[src/rtl/mem_stage_if.sv]
// Data-bus interface between the MEM stage (master) and the memory/bus fabric (slave).
// The request side is registered in the master and acknowledged by the slave with read data in the ack cycle.
interface mem_stage_if #(
  parameter int XLEN = 32
);
  logic            bus_req;
  logic            bus_we;
  logic [XLEN-1:0] bus_addr;
  logic [XLEN-1:0] bus_wdata;
  logic [3:0]      bus_be;
  logic            bus_ack;
  logic [XLEN-1:0] bus_rdata;

  modport master (
    output bus_req, bus_we, bus_addr, bus_wdata, bus_be,
    input  bus_ack, bus_rdata
  );

  modport slave (
    input  bus_req, bus_we, bus_addr, bus_wdata, bus_be,
    output bus_ack, bus_rdata
  );
endinterface

[src/rtl/mem_stage.sv]
// MEM pipeline stage: one req/ack bus transaction per load/store, load sizing/extension, WB data mux and stall.
// Optional feature macro MEM_MISALIGN_TRAP_EN: trap misaligned H/W accesses without issuing a bus request.
module mem_stage #(
  parameter int XLEN        = 32,
  parameter int ACK_TIMEOUT = 16
) (
  input  logic            i_clk,
  input  logic            i_rst,
  input  logic            i_valid,
  input  logic [XLEN-1:0] i_res,
  input  logic [XLEN-1:0] i_rs2,
  input  logic [2:0]      i_f3,
  input  logic            i_memread,
  input  logic            i_memwrite,
  input  logic            i_memtoreg,
  input  logic            i_regwrite,
  mem_stage_if.master     bus,
  output logic [XLEN-1:0] o_wb_data,
  output logic            o_regwrite,
  output logic            o_stall,
  output logic            o_ex
);

  typedef enum logic [1:0] {IDLE, BUSY, DONE} state_e;

  localparam logic [7:0] TO_LAST = 8'(ACK_TIMEOUT - 1);

  state_e          state_q;
  logic [7:0]      cnt_q;
  logic            req_q, we_q, err_q, ex_q;
  logic [XLEN-1:0] addr_q, wdata_q, load_q;
  logic [3:0]      be_q;
  logic [1:0]      lane_q;
  logic [2:0]      f3_q;

  logic [1:0]      a;
  logic            mem_op, misaligned_trap, start;
  logic [3:0]      be_d;
  logic [XLEN-1:0] wdata_d, load_d;
  logic [7:0]      rd_byte [4];
  logic [15:0]     rd_half;

  assign a      = i_res[1:0];
  assign mem_op = i_valid & (i_memread | i_memwrite);

`ifdef MEM_MISALIGN_TRAP_EN
  // f3[1:0]: 00 byte, 01 half, anything else is a word access
  assign misaligned_trap = mem_op & ((i_f3[1:0] == 2'b01) ? a[0]
                                                          : ((i_f3[1:0] != 2'b00) & (a != 2'b00)));
`else
  assign misaligned_trap = 1'b0;
`endif

  assign start = mem_op & ~misaligned_trap;

  always_comb begin
    be_d    = 4'b1111;
    wdata_d = i_rs2;
    if (i_memwrite) begin
      case (i_f3[1:0])
        2'b00: begin
          be_d    = 4'b0001 << a;
          wdata_d = {(XLEN/8){i_rs2[7:0]}};
        end
        2'b01: begin
          be_d    = a[1] ? 4'b1100 : 4'b0011;
          wdata_d = {(XLEN/16){i_rs2[15:0]}};
        end
        default: ;
      endcase
    end
  end

  genvar gi;
  generate
    for (gi = 0; gi < 4; gi++) begin : g_rd_byte
      assign rd_byte[gi] = bus.bus_rdata[8*gi +: 8];
    end
  endgenerate

  assign rd_half = lane_q[1] ? bus.bus_rdata[31:16] : bus.bus_rdata[15:0];

  // Lane and size were captured at issue so sizing does not depend on the frozen EX/MEM inputs
  always_comb begin
    case (f3_q[1:0])
      2'b00:   load_d = f3_q[2] ? {{(XLEN-8){1'b0}}, rd_byte[lane_q]}
                                : {{(XLEN-8){rd_byte[lane_q][7]}}, rd_byte[lane_q]};
      2'b01:   load_d = f3_q[2] ? {{(XLEN-16){1'b0}}, rd_half}
                                : {{(XLEN-16){rd_half[15]}}, rd_half};
      default: load_d = bus.bus_rdata;
    endcase
  end

  always_ff @(posedge i_clk) begin
    if (!i_rst) begin
      state_q <= IDLE;
      cnt_q   <= '0;
      req_q   <= 1'b0;
      we_q    <= 1'b0;
      be_q    <= '0;
      addr_q  <= '0;
      wdata_q <= '0;
      load_q  <= '0;
      err_q   <= 1'b0;
      ex_q    <= 1'b0;
      lane_q  <= '0;
      f3_q    <= '0;
    end else begin
      ex_q <= 1'b0;
      case (state_q)
        IDLE: begin
          if (start) begin
            addr_q  <= {i_res[XLEN-1:2], 2'b00};
            wdata_q <= wdata_d;
            be_q    <= be_d;
            we_q    <= i_memwrite;
            req_q   <= 1'b1;
            cnt_q   <= '0;
            lane_q  <= a;
            f3_q    <= i_f3;
            err_q   <= 1'b0;
            state_q <= BUSY;
          end else if (misaligned_trap) begin
            load_q  <= '0;
            err_q   <= 1'b1;
            ex_q    <= 1'b1;
            state_q <= DONE;
          end
        end
        BUSY: begin
          // An ack on the final allowed cycle still completes the access
          if (bus.bus_ack) begin
            req_q   <= 1'b0;
            load_q  <= load_d;
            err_q   <= 1'b0;
            state_q <= DONE;
          end else if (cnt_q == TO_LAST) begin
            req_q   <= 1'b0;
            load_q  <= '0;
            err_q   <= 1'b1;
            ex_q    <= 1'b1;
            state_q <= DONE;
          end else begin
            cnt_q <= cnt_q + 8'd1;
          end
        end
        DONE:    state_q <= IDLE;
        default: state_q <= IDLE;
      endcase
    end
  end

  always_comb begin
    o_stall    = 1'b0;
    o_regwrite = i_regwrite;
    o_wb_data  = i_res;
    case (state_q)
      IDLE: begin
        o_stall    = mem_op;
        o_regwrite = i_regwrite & ~mem_op;
      end
      BUSY: begin
        o_stall    = 1'b1;
        o_regwrite = 1'b0;
      end
      DONE: begin
        o_wb_data  = i_memtoreg ? load_q : i_res;
        o_regwrite = i_regwrite & ~err_q;
      end
      default: ;
    endcase
  end

  assign o_ex          = ex_q;
  assign bus.bus_req   = req_q;
  assign bus.bus_we    = we_q;
  assign bus.bus_addr  = addr_q;
  assign bus.bus_wdata = wdata_q;
  assign bus.bus_be    = be_q;

endmodule
[src/flat_wrapper.sv]
// flat-port wrapper written by rule: the top's interface ports become plain ports
module mem_stage_flat 
#(
  parameter int XLEN        = 32,
  parameter int ACK_TIMEOUT = 16
)
  (i_clk, i_rst, i_valid, i_res, i_rs2, i_f3, i_memread, i_memwrite, i_memtoreg, i_regwrite, o_wb_data, o_regwrite, o_stall, o_ex, bus_bus_req, bus_bus_we, bus_bus_addr, bus_bus_wdata, bus_bus_be, bus_bus_ack, bus_bus_rdata);
  mem_stage_if #(.XLEN(XLEN)) bus_i ();
  input  logic i_clk;
  input  logic i_rst;
  input  logic i_valid;
  input  logic [XLEN-1:0] i_res;
  input  logic [XLEN-1:0] i_rs2;
  input  logic [2:0] i_f3;
  input  logic i_memread;
  input  logic i_memwrite;
  input  logic i_memtoreg;
  input  logic i_regwrite;
  output logic [XLEN-1:0] o_wb_data;
  output logic o_regwrite;
  output logic o_stall;
  output logic o_ex;
  output wire logic [$bits(bus_i.bus_req)-1:0] bus_bus_req;
  output wire logic [$bits(bus_i.bus_we)-1:0] bus_bus_we;
  output wire logic [$bits(bus_i.bus_addr)-1:0] bus_bus_addr;
  output wire logic [$bits(bus_i.bus_wdata)-1:0] bus_bus_wdata;
  output wire logic [$bits(bus_i.bus_be)-1:0] bus_bus_be;
  input wire logic [$bits(bus_i.bus_ack)-1:0] bus_bus_ack;
  input wire logic [$bits(bus_i.bus_rdata)-1:0] bus_bus_rdata;
  assign bus_bus_req = bus_i.bus_req;
  assign bus_bus_we = bus_i.bus_we;
  assign bus_bus_addr = bus_i.bus_addr;
  assign bus_bus_wdata = bus_i.bus_wdata;
  assign bus_bus_be = bus_i.bus_be;
  assign bus_i.bus_ack = bus_bus_ack;
  assign bus_i.bus_rdata = bus_bus_rdata;
  mem_stage #(.XLEN(XLEN), .ACK_TIMEOUT(ACK_TIMEOUT)) u_core (.i_clk(i_clk), .i_rst(i_rst), .i_valid(i_valid), .i_res(i_res), .i_rs2(i_rs2), .i_f3(i_f3), .i_memread(i_memread), .i_memwrite(i_memwrite), .i_memtoreg(i_memtoreg), .i_regwrite(i_regwrite), .bus(bus_i), .o_wb_data(o_wb_data), .o_regwrite(o_regwrite), .o_stall(o_stall), .o_ex(o_ex));
endmodule
[config.mk]
export PLATFORM = sky130hd
export DESIGN_NAME = mem_stage_flat
export DESIGN_NICKNAME = d
export VERILOG_FILES = /design/src/rtl/mem_stage_if.sv /design/src/rtl/mem_stage.sv /design/src/flat_wrapper.sv
export SDC_FILE = /design/constraint.sdc
export NUM_CORES = 1
export LEC_CHECK = 0
export BUFFER_PORTS_ARGS = -buffer_cell sky130_fd_sc_hd__buf_2
export CAP_MARGIN = 20
export CORE_ASPECT_RATIO = 1.5
export CORE_MARGIN = 2
export CORE_UTILIZATION = 30
export DETAILED_ROUTE_END_ITERATION = 8
export GPL_TIMING_DRIVEN = 0
export PLACE_DENSITY_LB_ADDON = 0.15
export REMOVE_ABC_BUFFERS = 1
export SKIP_CTS_REPAIR_TIMING = 1
export SYNTH_ARGS = -nofsm -noshare
export SYNTH_HDL_FRONTEND = slang
export SYNTH_SLANG_ARGS = --single-unit
export TNS_END_PERCENT = 1
[constraint.sdc]
create_clock -name i_clk -period 2 [get_ports i_clk]
set_input_delay 0.3 -clock i_clk [delete_from_list [all_inputs] [get_ports i_clk]]
set_output_delay 0.3 -clock i_clk [all_outputs]
set_load 0.1 [all_outputs]
==> impl_results.rst, run 1 <==
.. list-table::
   :header-rows: 1

   * - Metric
     - Value
   * - Status
     - finished, violations left
   * - Violated checks
     - setup timing
   * - Final Slew Violations
     - 0
   * - Die X
     - 112 um
   * - Number of filler cells placed in the layout
     - 1748
   * - Synthesized area per cell
     - 8.61 sq um
   * - Die boundary height
     - 166 um
   * - Required time reported for the critical path endpoint
     - 1.70 ns
   * - Skew final
     - 0.0103 ns
   * - Number of H-tree levels
     - 4
   * - Number of standard-cell rows in the floorplan
     - 59
   * - Storage element area
     - 2350 sq um
   * - Post-synthesis cell type count
     - 49
   * - Pre-CTS worst setup slack
     - -0.872 ns
   * - Gr ovfl total
     - 0
   * - Worst-Skew Late Latency
     - 0.41 ns
   * - Crit path kind
     - register to output port
   * - Maximum fanout along the worst path
     - 10
   * - Startpoint Class
     - register
   * - Register share of total power
     - 33.3%
   * - Initial Utilization
     - 30.5%
   * - CTS tree
     - built
   * - Share of synthesized registers carrying an async set or reset
     - 0%
   * - Class of the tightest hold or removal check
     - primary input to register
   * - Cell-by-cell trace of the critical path
     - nor2b_4 > buf_12 > nand2_8 > mux2_2 > buf_4
   * - Share of final-layout standard cells stronger than drive strength 1
     - 37.2%
   * - Total Wirelength
     - 16900 um
   * - RePlAce Congestion
     - 0.727
   * - Port bufs
     - 209
   * - Full die area
     - 18700 sq um
   * - Detailed Place HPWL
     - 11700 um
   * - Most common cell after layout, fill and taps aside
     - buf_2
   * - Number of cells on the worst hold path
     - 2
   * - Clock transition at path regs
     - 0.06 ns
   * - Seq cells post-synth
     - 117
   * - Global Route Usage Sum
     - 17.3%
   * - Standby leakage power
     - 0.00321 uW
   * - Largest net degree at the start of global routing
     - 54
   * - Maximum root-to-sink buffer count
     - 2
   * - Initial antenna violation count
     - 0
   * - Gate count after technology mapping
     - 612
   * - Number of iterations in the first detailed-routing pass
     - 4
   * - Antenna Diode Count
     - 0
   * - Area post-placement
     - 6490 sq um
   * - Number of maximum-capacitance violations
     - 0
   * - Critical-path top delay cell
     - dfxtp_4
   * - Core region area
     - 17300 sq um
   * - Critical path depth in cells
     - 5
   * - Total vias in the final route
     - 5149
   * - Number of nets in the final layout
     - 917
   * - Relative slew slack
     - 38.2%
   * - Number of buffers created by CTS
     - 17
   * - Delay-heaviest family, CP
     - buffers and inverters
   * - Global-route wire length before repair
     - 25900 um
   * - Top achievable clock speed
     - 0.481 GHz
   * - Sw frac
     - 34.8%
   * - Post-layout instance area
     - 7480 sq um
   * - Fraction of the cycle the final worst path needs
     - 104%
   * - Detailed Route Iter0 Violations
     - 175
   * - R2R depth
     - 4
   * - Worst Setup End Kind
     - output port
   * - Signal arrival time at the worst endpoint
     - 1.78 ns
   * - Final-report hold violation count
     - 0
   * - Vias per Instance
     - 4.97
   * - Actual slew at the worst max-slew pin
     - 0.924 ns
   * - Post-synthesis instance area
     - 5270 sq um
   * - DRC violations left
     - 0
   * - Pwr/cell area
     - 1020 nW/um^2
   * - Vias in the first global route
     - 5061
   * - Count of pins on the block boundary
     - 212
   * - Clock tree root buffer cell
     - clkbuf_16
   * - Combined area of the multi-input logic cells
     - 2750 sq um
   * - Delay of the slowest cell on the worst path
     - 0.36 ns
   * - Average wire length per cell after detail routing
     - 16.4 um
   * - Proportion of synthesized chip area in sequential cells
     - 44.5%
   * - Psw
     - 2660 uW
   * - Count of flip-flops with a built-in enable after synthesis
     - 0
   * - Aggregate negative setup slack
     - -1.30 ns
   * - Most frequent cells in the layout
     - 176 x buf_2, 125 x nand2_1, 112 x dfxtp_1, 74 x a21oi_1, 29 x buf_6
   * - Setup WS post-layout
     - -0.0772 ns
   * - Worst voltage drop across the vdd grid
     - 659 uV
   * - Area growth from synthesis to final layout
     - 42.0%
   * - Combinational share of power
     - 25.0%
   * - WP buf/inv
     - 2
   * - Prevailing post-synth register cell
     - dfxtp_1
   * - Post-route antenna net violation count
     - 0
   * - Number of synthesis warnings
     - 0
   * - Period minus WS final
     - 2.08 ns
   * - Number of failing setup endpoints in the final timing report
     - 30
   * - Unrepaired setup endpoints after global routing
     - yes
   * - Internal power component
     - 5000 uW
   * - Clock net sink count
     - 117
   * - Power share of the clock group
     - 41.6%
layer usage:
| layer | global-route usage, % | vias up | wire, um |
|---|---|---|---|
| met5 | 0 | - | 0 |
| met4 | 5.46 | 0 | 284 |
| met3 | 3.94 | 19 | 892 |
| met2 | 33.1 | 158 | 9130 |
| met1 | 18.4 | 2403 | 6630 |
| li1 | - | 2569 | - |
cell families after synthesis:
| family | synth area share (%) |
|---|---|
| buf+inv | 5.27 |
| compound gates | 23.3 |
| other cells | 0.0712 |
| fa+ha+maj | 0.237 |
| simple gates | 16.0 |
| mux | 10.3 |
| xor+xnor | 0.333 |
| flops | 44.5 |
sequential cells by signal (all words and copies together), names as in the netlist:
signal / cells
u_core.lane_q: 2
u_core.o_ex: 1
u_core.state_q: 2
u_core.f3_q: 3
u_core.err_q: 1
u_core.bus.bus_wdata: 32
u_core.load_q: 32
u_core.cnt_q: 8
u_core.bus.bus_addr: 30
u_core.bus.bus_we: 1
u_core.bus.bus_req: 1
u_core.bus.bus_be: 4
cell type report:
class	count	share of cell area, %
flip-flops and latches	117	31.4
clock inverters	12	2.41
clock buffers	20	5.84
repair buffers	221	19.0
multi-input cells	432	36.8
well taps	213	3.56
inverters	20	1.02
cell usage after synthesis, types with 2 or more instances:
library cell / instances / area share (%)
nor3b_1: 3 / 0.43
nand2_1: 126 / 9.0
nand3_1: 5 / 0.47
o211ai_1: 24 / 3.4
buf_4: 3 / 0.43
o31ai_1: 2 / 0.28
a221oi_1: 8 / 1.3
nor2_1: 21 / 1.5
or3_1: 4 / 0.47
a221o_1: 12 / 2.3
clkbuf_1: 30 / 2.1
buf_2: 3 / 0.28
a311oi_1: 2 / 0.33
mux2i_1: 25 / 4.8
o21ai_0: 24 / 2.3
o2bb2ai_1: 9 / 1.5
a221o_2: 5 / 1.1
nor2b_1: 20 / 2.4
dfxtp_1: 117 / 44
buf_6: 2 / 0.43
nor3_1: 4 / 0.38
buf_1: 8 / 0.57
o21ai_1: 3 / 0.28
a211oi_1: 9 / 1.3
a21oi_1: 74 / 7.0
or2_2: 3 / 0.36
mux2_2: 26 / 5.6
inv_1: 19 / 1.4
path summary, 6_finish.rpt:
check                                               end                    start  slack, ns
worst max-delay path                       o_wb_data[7]        u_core.state_q[1]      -0.08
worst min register to register  u_core.bus.bus_addr[18]  u_core.bus.bus_addr[18]       0.45
worst max register to register        u_core.load_q[19]          u_core.cnt_q[7]       0.05
worst min-delay path                  u_core.load_q[27]        bus_bus_rdata[27]       0.13
power groups by stage:
| stage | Sequential [uW] | Clock, uW | Combinational, uW |
|---|---|---|---|
| 6_report | 2550 | 3190 | 1920 |
| 3_5_place_dp | 2600 | 0 | 1850 |
| 3_3_place_gp | 2600 | 0 | 1820 |
| 5_1_grt | 2570 | 3380 | 2010 |
| 4_1_cts | 2550 | 3270 | 1850 |
| 2_1_floorplan | 3270 | 0 | 748 |
worst reg2reg max path, cell delays in order (launching register included):
cell and delay (ns):
dfxtp_1 0.32, or4_4 0.57, o21ba_4 0.24, o21a_4 0.29, a221o_2 0.42
per-stage QoR:
| step | instances | hold WS [ns] | total power [uW] | util [%] |
|---|---|---|---|---|
| 2_1_floorplan | 567 | 0.429 | 4020 | - |
| 3_3_place_gp | 989 | 0.438 | 4410 | 36.9 |
| 3_5_place_dp | 993 | 0.444 | 4450 | 37.6 |
| 4_1_cts | 1025 | 0.113 | 7670 | 41.1 |
| 5_1_grt | 1035 | 0.118 | 7960 | 43.3 |
| 6_report | 1035 | 0.132 | 7660 | 43.3 |
Power figures use the tool's default switching activity.
==> inputs of run 2 (changes only) <==
--- a/config.mk
+++ b/config.mk
@@ -5,6 +5,7 @@
 export SDC_FILE = /design/constraint.sdc
 export NUM_CORES = 1
 export LEC_CHECK = 0
+export ABC_AREA = 1
 export BUFFER_PORTS_ARGS = -buffer_cell sky130_fd_sc_hd__buf_2
 export CAP_MARGIN = 20
 export CORE_ASPECT_RATIO = 1.5
==> run 2 against run 1 <==
The run still ends with setup timing left. Via count rose by 15%. Synthesized cell count increased by 33%. Flip-flop and latch count did not move. Core utilization is 0.12 points lower. Global-route usage grew 0.97 points. Combinational power rose by 15%. Clock power rose by 5%. First-iteration DRC count rose by 67%. Critical path type unchanged. Largest cell class unchanged.
==> impl_results.rst, run 2 <==
.. list-table::
   :header-rows: 1

   * - Metric
     - Value
   * - Share of synthesized registers carrying an async set or reset
     - 0% (unchanged)
   * - Synth area leader
     - dfxtp_1
   * - Die boundary height
     - 173 um (+3.9%)
   * - Most common cell after layout, fill and taps aside
     - nand2_1
   * - Die X
     - 117 um (+3.9%)
   * - Post-synthesis cell type count
     - 36 (-27%)
   * - Antenna Diode Count
     - 0 (unchanged)
   * - Cells taking the most area after synthesis
     - dfxtp_1 41%, nand2_1 16%, a21oi_1 8.3%
   * - Most frequent cells in the layout
     - 248 x nand2_1, 175 x buf_2, 113 x dfxtp_1, 93 x a21oi_1, 69 x nor2_1
   * - Violated checks
     - setup timing
   * - Maximum root-to-sink buffer count
     - 2 (unchanged)
   * - Number of buffers created by CTS
     - 17 (unchanged)
   * - Ranking of synthesized cells by instance count
     - 249 x nand2_1, 117 x dfxtp_1, 95 x a21oi_1
   * - Post-synthesis instance area
     - 5700 sq um (+8.1%)
   * - Number of synthesis warnings
     - 0 (unchanged)
   * - Signal arrival time at the worst endpoint
     - 1.76 ns (-0.02 ns)
   * - Synthesized area per cell
     - 7.02 sq um (-18%)
   * - Gate count after technology mapping
     - 811 (+33%)
   * - Top achievable clock speed
     - 0.485 GHz (+0.81%)
   * - Relative slew slack
     - 39.0% (+0.78 points)
   * - Unrepaired setup endpoints after global routing
     - yes
   * - Initial antenna violation count
     - 0 (unchanged)
   * - Final Slew Violations
     - 0 (unchanged)
   * - Number of filler cells placed in the layout
     - 1986 (+14%)
   * - Required time reported for the critical path endpoint
     - 1.70 ns (about the same)
   * - Setup WS post-layout
     - -0.0605 ns (+0.0167 ns)
   * - Clock net sink count
     - 117 (unchanged)
   * - Pre-CTS worst setup slack
     - -0.485 ns (+0.387 ns)
   * - RePlAce Congestion
     - 0.793 (+9.1%)
   * - Detailed Route Iter0 Violations
     - 292 (+67%)
   * - Class of the tightest hold or removal check
     - primary input to register
   * - Detailed Place HPWL
     - 13100 um (+12%)
   * - Prevailing post-synth register cell
     - dfxtp_1
   * - Gr ovfl total
     - 0 (unchanged)
   * - Number of maximum-capacitance violations
     - 0 (unchanged)
   * - Crit path kind
     - register to output port
   * - Seq cells post-synth
     - 117 (unchanged)
   * - Area post-placement
     - 6910 sq um (+6.6%)
   * - Total vias in the final route
     - 5909 (+15%)
   * - Count of flip-flops with a built-in enable after synthesis
     - 0 (unchanged)
   * - Post-layout instance area
     - 8010 sq um (+7.1%)
   * - Worst-Skew Late Latency
     - 0.42 ns (about the same)
   * - Number of nets in the final layout
     - 1117 (+22%)
   * - Core region area
     - 18500 sq um (+7.4%)
   * - Storage element area
     - 2350 sq um (about the same)
   * - Proportion of netlist area held by the largest area contributor
     - 41.1% (-3.3 points)
   * - Global-route wire length before repair
     - 28700 um (+11%)
   * - Worst Setup End Kind
     - output port
   * - Largest net degree at the start of global routing
     - 83 (+54%)
   * - Worst voltage drop across the vdd grid
     - 410 uV (-38%)
   * - Final-report hold violation count
     - 0 (unchanged)
   * - Skew final
     - 0.00800 ns (-0.00235 ns)
   * - Number of standard-cell rows in the floorplan
     - 61 (+3.4%)
   * - Combined area of the multi-input logic cells
     - 3010 sq um (+9.3%)
   * - Port bufs
     - 209 (unchanged)
   * - Global Route Usage Sum
     - 18.2% (+0.97 points)
   * - Vias in the first global route
     - 5650 (+12%)
   * - Initial Utilization
     - 30.7% (+0.22 points)
   * - Pwr/cell area
     - 1010 nW/um^2 (-0.96%)
   * - Number of iterations in the first detailed-routing pass
     - 4 (unchanged)
   * - Vias per Instance
     - 4.64 (-6.7%)
   * - Period minus WS final
     - 2.06 ns (-0.0167 ns)
   * - Full die area
     - 20100 sq um (+7.9%)
   * - Clock tree root buffer cell
     - clkbuf_16
   * - Fraction of the cycle the final worst path needs
     - 103% (-0.83 points)
   * - CTS tree
     - built
   * - Post-route antenna net violation count
     - 0 (unchanged)
   * - Total Wirelength
     - 19500 um (+15%)
   * - Area growth from synthesis to final layout
     - 40.6%
   * - Number of failing setup endpoints in the final timing report
     - 30 (unchanged)
   * - Count leader, synth
     - nand2_1
   * - Number of H-tree levels
     - 4 (unchanged)
   * - Sum of internal, switching and leakage power
     - 8130 uW (+6.0%)
   * - Proportion of synthesized chip area in sequential cells
     - 41.1% (-3.3 points)
   * - DRC violations left
     - 0 (unchanged)
   * - Status
     - finished, violations left
   * - Clock transition at path regs
     - 0.06 ns (about the same)
   * - Average wire length per cell after detail routing
     - 15.3 um (-6.2%)
   * - Share of final-layout standard cells stronger than drive strength 1
     - 31.4% (-5.8 points)
   * - Count of pins on the block boundary
     - 212 (unchanged)
   * - Startpoint Class
     - register
   * - Actual slew at the worst max-slew pin
     - 0.915 ns (-0.00981 ns)
   * - Standby leakage power
     - 0.00371 uW (+16%)
   * - Maximum fanout along the worst path
     - 9 (-1)
[run 2: cell types whose count changed in the layout (fill, tap and decap cells not counted), moves of 18 or more]
cell and change:
nor2_1 +49, mux2i_1 -25, nand3_1 +30, inv_1 +28, nor2b_1 -18, o211ai_1 -20, nand2_1 +123, a21oi_1 +19
o21ai_0 +27
[run 2: metrics by stage]
step,utilization (%),cells,setup TNS (ns),hold WS (ns)
after floorplan,-,766,-8.33,0.413
after global placement,36.8,1227,-130.58,0.440
after detailed placement,37.3,1230,-40.40,0.453
after CTS,40.7,1261,-45.73,0.120
after global routing,43.2,1273,-3.09,0.135
final,43.2,1273,-1.01,0.137
[run 2: power by group]
part | leakage, uW | switching, uW | internal, uW
registers | 0.000959 | 89.0 | 2480
clock network | 0.000318 | 1110 | 2240
logic | 0.00244 | 1720 | 495
[run 2: cell type report]
class                      instances  area share, %
timing repair buffer             221           18.2
clock inverter                     9           1.84
clock buffer                      22           6.17
inverter                          56           2.91
tap                              252           3.94
sequential                       117           29.3
multi-input combinational        596           37.6
[run 2: cell families (layout without fill, tap and decap cells)]
| family | Yosys count | count (layout) | share of synthesized area [%] |
|---|---|---|---|
| buf+inv | 102 | 308 | 8.08 |
| flops | 117 | 117 | 41.1 |
| other cells | 1 | 2 | 0.0658 |
| mux | 30 | 30 | 5.93 |
| xor+xnor | 2 | 2 | 0.308 |
| simple gates | 388 | 391 | 28.3 |
| compound gates | 170 | 170 | 15.9 |
| fa+ha+maj | 1 | 1 | 0.220 |
[run 2: path summary, 6_finish.rpt]
path                                         startpoint                  endpoint  slack (ns)  cells after the start
worst max-delay path                  u_core.state_q[1]             o_wb_data[14]       -0.06                      6
worst min-delay path                          i_res[21]   u_core.bus.bus_addr[21]        0.14                      3
worst max register to register        u_core.state_q[0]  u_core.bus.bus_wdata[14]        0.13                      8
worst min register to register  u_core.bus.bus_addr[11]   u_core.bus.bus_addr[11]        0.46                      2
[run 2: per-layer routing]
metal / GRT usage, % / wire length, um / up-vias / part of all wire, %
met1: 19.7 / 7740 / 2696 / 40
met5: 0 / 0 / - / 0
li1: - / - / 3034 / -
met2: 33.1 / 10100 / 160 / 52
met3: 5.71 / 1370 / 19 / 7.0
met4: 5.61 / 299 / 0 / 1.5
[run 2: worst max-delay path: stages (launching register included)]
cell,delay [ns]
dfxtp_2,0.34
inv_2,0.06
nor2_4,0.14
buf_6,0.17
nand2_8,0.11
mux2_4,0.35
buf_12,0.17
